File: src/rtl/sasa_cam.sv
// Score CAM downstream of the SASA controller: sequential load, 1-cycle parallel search
// returning a match vector, popcount and any-match flag.
module sasa_cam #(
  parameter int CAM_LEN = 16,
  parameter int DATA_W  = 8,
  parameter int CNT_W   = $clog2(CAM_LEN + 1)
) (
  input  logic               clk,
  input  logic               reset,
  input  logic               clear,
  input  logic               wr_en,
  input  logic [DATA_W-1:0]  wr_data,
  input  logic               search_en,
  input  logic [DATA_W-1:0]  search_key,
  input  logic [1:0]         mode,
  output logic [CAM_LEN-1:0] match_vector,
  output logic               match_valid,
  output logic [CNT_W-1:0]   match_count,
  output logic               any_match,
  output logic [CNT_W-1:0]   entry_count,
  output logic               full,
  output logic               overflow
);

  // state   | meaning
  // EMPTY   | no valid entries
  // LOADING | 1..CAM_LEN-1 entries valid
  // READY   | all CAM_LEN entries valid, further writes overflow
  typedef enum logic [1:0] {EMPTY, LOADING, READY} state_t;

  localparam int IDX_W = (CAM_LEN > 1) ? $clog2(CAM_LEN) : 1;

  state_t             state;
  logic [DATA_W-1:0]  entry [CAM_LEN];
  logic [CAM_LEN-1:0] valid;
  logic [CAM_LEN-1:0] hit;
  logic [CNT_W-1:0]   hit_count;
  logic [CNT_W-1:0]   wr_ptr;
  logic [IDX_W-1:0]   wr_idx;
  logic               wr_ok;

  assign wr_idx      = wr_ptr[IDX_W-1:0];
  assign wr_ok       = wr_en && (state != READY);
  assign entry_count = wr_ptr;
  assign full        = (state == READY);

  // Compare against pre-write contents so a same-cycle write is never matched.
  always_comb begin
    hit       = '0;
    hit_count = '0;
    for (int i = 0; i < CAM_LEN; i++) begin
      case (mode)
        2'b00:   hit[i] = valid[i] && (entry[i] == search_key);
        2'b01:   hit[i] = valid[i] && (entry[i] >  search_key);
        2'b10:   hit[i] = valid[i] && (entry[i] >= search_key);
        default: hit[i] = 1'b0;
      endcase
      hit_count = hit_count + CNT_W'(hit[i]);
    end
  end

  always_ff @(posedge clk) begin
    if (reset && !clear && wr_ok) begin
      entry[wr_idx] <= wr_data;
    end
  end

  always_ff @(posedge clk) begin
    if (!reset) begin
      state        <= EMPTY;
      valid        <= '0;
      wr_ptr       <= '0;
      overflow     <= 1'b0;
      match_vector <= '0;
      match_valid  <= 1'b0;
      match_count  <= '0;
      any_match    <= 1'b0;
    end else if (clear) begin
      state       <= EMPTY;
      valid       <= '0;
      wr_ptr      <= '0;
      overflow    <= 1'b0;
      match_valid <= 1'b0;
    end else begin
      match_valid <= search_en;
      if (search_en) begin
        match_vector <= hit;
        match_count  <= hit_count;
        any_match    <= |hit;
      end
      if (wr_ok) begin
        valid[wr_idx] <= 1'b1;
        wr_ptr        <= wr_ptr + CNT_W'(1);
        state         <= (wr_ptr == CNT_W'(CAM_LEN - 1)) ? READY : LOADING;
      end else if (wr_en) begin
        overflow <= 1'b1;
      end
    end
  end

endmodule

File: config.mk
export PLATFORM = sky130hd
export DESIGN_NAME = sasa_cam
export DESIGN_NICKNAME = d
export VERILOG_FILES = /design/src/rtl/sasa_cam.sv
export SDC_FILE = /design/constraint.sdc
export NUM_CORES = 1
export LEC_CHECK = 0
export CORE_MARGIN = 10
export CORE_UTILIZATION = 52
export DETAILED_ROUTE_END_ITERATION = 16
export GPL_ROUTABILITY_DRIVEN = 0
export GPL_TIMING_DRIVEN = 0
export PLACE_DENSITY_LB_ADDON = 0.12
export SYNTH_ARGS = -nofsm -noshare
export SYNTH_HDL_FRONTEND = slang
export SYNTH_SLANG_ARGS = --single-unit
File: constraint.sdc
create_clock -name clk -period 19.2 [get_ports clk]
set_input_delay 5.76 -clock clk [delete_from_list [all_inputs] [get_ports clk]]
set_output_delay 5.76 -clock clk [all_outputs]
set_load 0.02 [all_outputs]
==> run metrics <==
outcome=finished clean; post-synthesis simple-gate area fraction=11.8%; via count=6461; Yosys cell types=49; RSZ-0062 raised after global routing=false; final core occ=61.7%; port bufs=52; Seq pwr share=48.1%; Setup Buffers After CTS=0; clk buf depth=2; Initial Util=53.3%; internal cell power=661 uW; minimum clock period=11.55 ns; worst setup path category=in2reg; Clk pwr share=43.9%; layout cell share with drive strength beyond 1=5.10%; CTS tree=built; Post-synth EDFFs=128; Synth Net Count=954; Compound-Gate Fraction of Synth Area=12.0%; top post-synthesis cells by area=edfxtp_1 (42%), ha_1 (19%), dfxtp_1 (10%); sequential area share after synthesis=51.7%; grt total ovfl=0; Critical Path RT=19.52 ns; Leak=4.25 nW; drt total wl=23400 um; root buffer cell=clkbuf_16; largest family of logic cells by synthesized area=adder cells; pwr/cell area=79.1 nW/um^2; CP endpoint kind=register; average cell area after synthesis=11.9 um^2; first-pass GRT wire length=36600 um; Post-CTS Hold Fix Bufs=0; Nets=1025; Synth Cell Area=9260 um^2; GRT Util Overall=19.9%; latest clock arrival within the worst-skew pair=0.42 ns; final setup violation count=0; CTS buffer count=17; crit start category=input pin; die height=153 um; First-pass DRT Iterations=5; vias in the first global route=6799; FMAX=0.0866 GHz; Arrival @ worst endpoint=11.87 ns; worst slew pin tran=1.24 ns; crit path max fanout=16; Filler cells=1337; fin area=10700 um^2; sw frac=22.0%; Fin. Hold Viols=0; clock sinks=175; floorplan core area=17400 um^2; most numerous cell in the Yosys netlist=ha_1; drt wl/cell=21.5 um; xor/xnor share of the synthesized area=0.473%; n_diodes=0; Rows=48; ys async rst share=0%; WHS=0.452 ns; Slew HR=16.8%; Die ar.=23500 um^2; fin crit share=60.1%; Die Wd=153 um; max-cap violations=0; clk slew on worst S/H paths=0.07 ns; Synthesis Warnings=0; initial antenna violation count=0; dominant cell type by area after synthesis=edfxtp_1; First DRT Iteration DRCs=405; Seq cells post-synth=175; cell area after placement=10100 um^2; Pins Over Slew Limit=0; overall power=847 uW; largest net degree at the start of global routing=17; DPL Wire Length=15800 um; post-route setup TNS=0 ns; via/cell ratio=5.94; hold crit path type=reg2reg; Ports=53; Switch Pwr=187 uW; Worst Clk Skew=0.00804 ns; ys flop type=edfxtp_1; Comb power frac=8.1%; top cells by count, synth=ha_1 (142), edfxtp_1 (128), nand2_1 (78); post-CTS sizing=0; CTS H-Tree Depth=4; Final ANT Viol Nets=0; Mapped Cells=779; DRC violations left=0; synthesis-to-finish area growth=15.7%; mux contribution to synthesized area=0%; Yosys top cell area share=41.5%; fraction of the mapped netlist area in adder cells=21.4%; maximum VDD drop=0.0000630 V
==> kinds of logic after synthesis <==
family | Yosys count
AOI/OAI and AO/OA | 169
buffers and inverters | 62
DFF | 175
adders and majority gates | 152
xor gates and xnor gates | 5
and+or+nand+nor | 216
==> cells in the final DEF (no fill, tap or decap), types with 6 or more instances in the layout <==
master,Yosys,routed
ha_1,142,142
edfxtp_1,128,128
nand2_1,78,78
clkdlybuf4s50_1,0,52
a21oi_1,49,49
inv_1,48,48
dfxtp_1,47,47
o21ai_0,40,40
nor2_1,38,38
nand4_1,22,22
a21o_1,21,21
clkbuf_16,0,19
nand3_1,16,16
nand2b_1,15,15
a21boi_0,15,15
nor2b_1,12,12
clkbuf_1,11,12
and4_1,10,10
fa_1,10,10
nor3_1,7,6
and2_1,6,6
==> stage by stage <==
stage	cells	setup WS, ns
after global placement	1056	7.43
final	1087	7.65
after floorplan	779	8.84
after CTS	1087	7.67
after detailed placement	1056	7.23
after global routing	1087	7.38
==> registers in the layout, indices dropped and copies added (netlist names) <==
register	cells
valid	16
match_valid	1
overflow	1
entry	128
match_vector	16
match_count	5
entry_count	5
state	2
any_match	1
==> layout make-up <==
| class | instances | area, um^2 | share of cell area (%) |
|---|---|---|---|
| inverter | 48 | 180 | 1.68 |
| buffer | 14 | 67.6 | 0.631 |
| tap | 225 | 282 | 2.63 |
| clock buffer | 23 | 520 | 4.86 |
| timing repair buffer | 52 | 520 | 4.86 |
| clock inverter | 8 | 125 | 1.17 |
| sequential | 175 | 4780 | 44.7 |
| multi-input combinational | 542 | 4230 | 39.5 |
==> power groups by stage <==
stage               Sequential, mW  Clock, mW  Combinational [mW]
finish                       0.407      0.372              0.0683
global route                 0.407      0.391              0.0756
CTS                          0.407      0.373              0.0683
detailed placement           0.416          0              0.0676
global placement             0.416          0              0.0641
floorplan                    0.416          0              0.0368
==> worst paths after layout <==
path | startpoint | cells past startpoint | slack, ns | to
worst min-delay path | valid[15] | 1 | 0.45 | valid[15]
worst max register to register | entry[11][1] | 18 | 13.84 | match_count[3]
worst min register to register | valid[15] | 1 | 0.45 | valid[15]
worst max-delay path | search_key[0] | 19 | 7.65 | match_count[3]
==> critical path: stages <==
cell and delay [ns]:
clkdlybuf4s50_1 0.99, ha_1 0.51, nor2b_1 0.10, o21ai_0 0.07, and3_1 0.17, or3_1 0.34
a221oi_1 0.72, fa_1 0.53, inv_1 0.08, fa_1 0.44, fa_1 0.41, fa_1 0.52
inv_1 0.07, ha_1 0.29, a21o_1 0.16, a21oi_1 0.23, xor2_1 0.22, o21ai_0 0.09
and2_1 0.16
==> routing by layer <==
| layer | vias to the layer above | track usage, % | part of all wire, % |
|---|---|---|---|
| li1 | 3043 | - | - |
| met1 | 3194 | 24.7 | 43 |
| met2 | 185 | 33.8 | 50 |
| met3 | 39 | 3.40 | 4.9 |
| met4 | 0 | 7.33 | 2.6 |
| met5 | - | 0 | 0 |
Note: power is estimated with default switching activity, not from simulation.
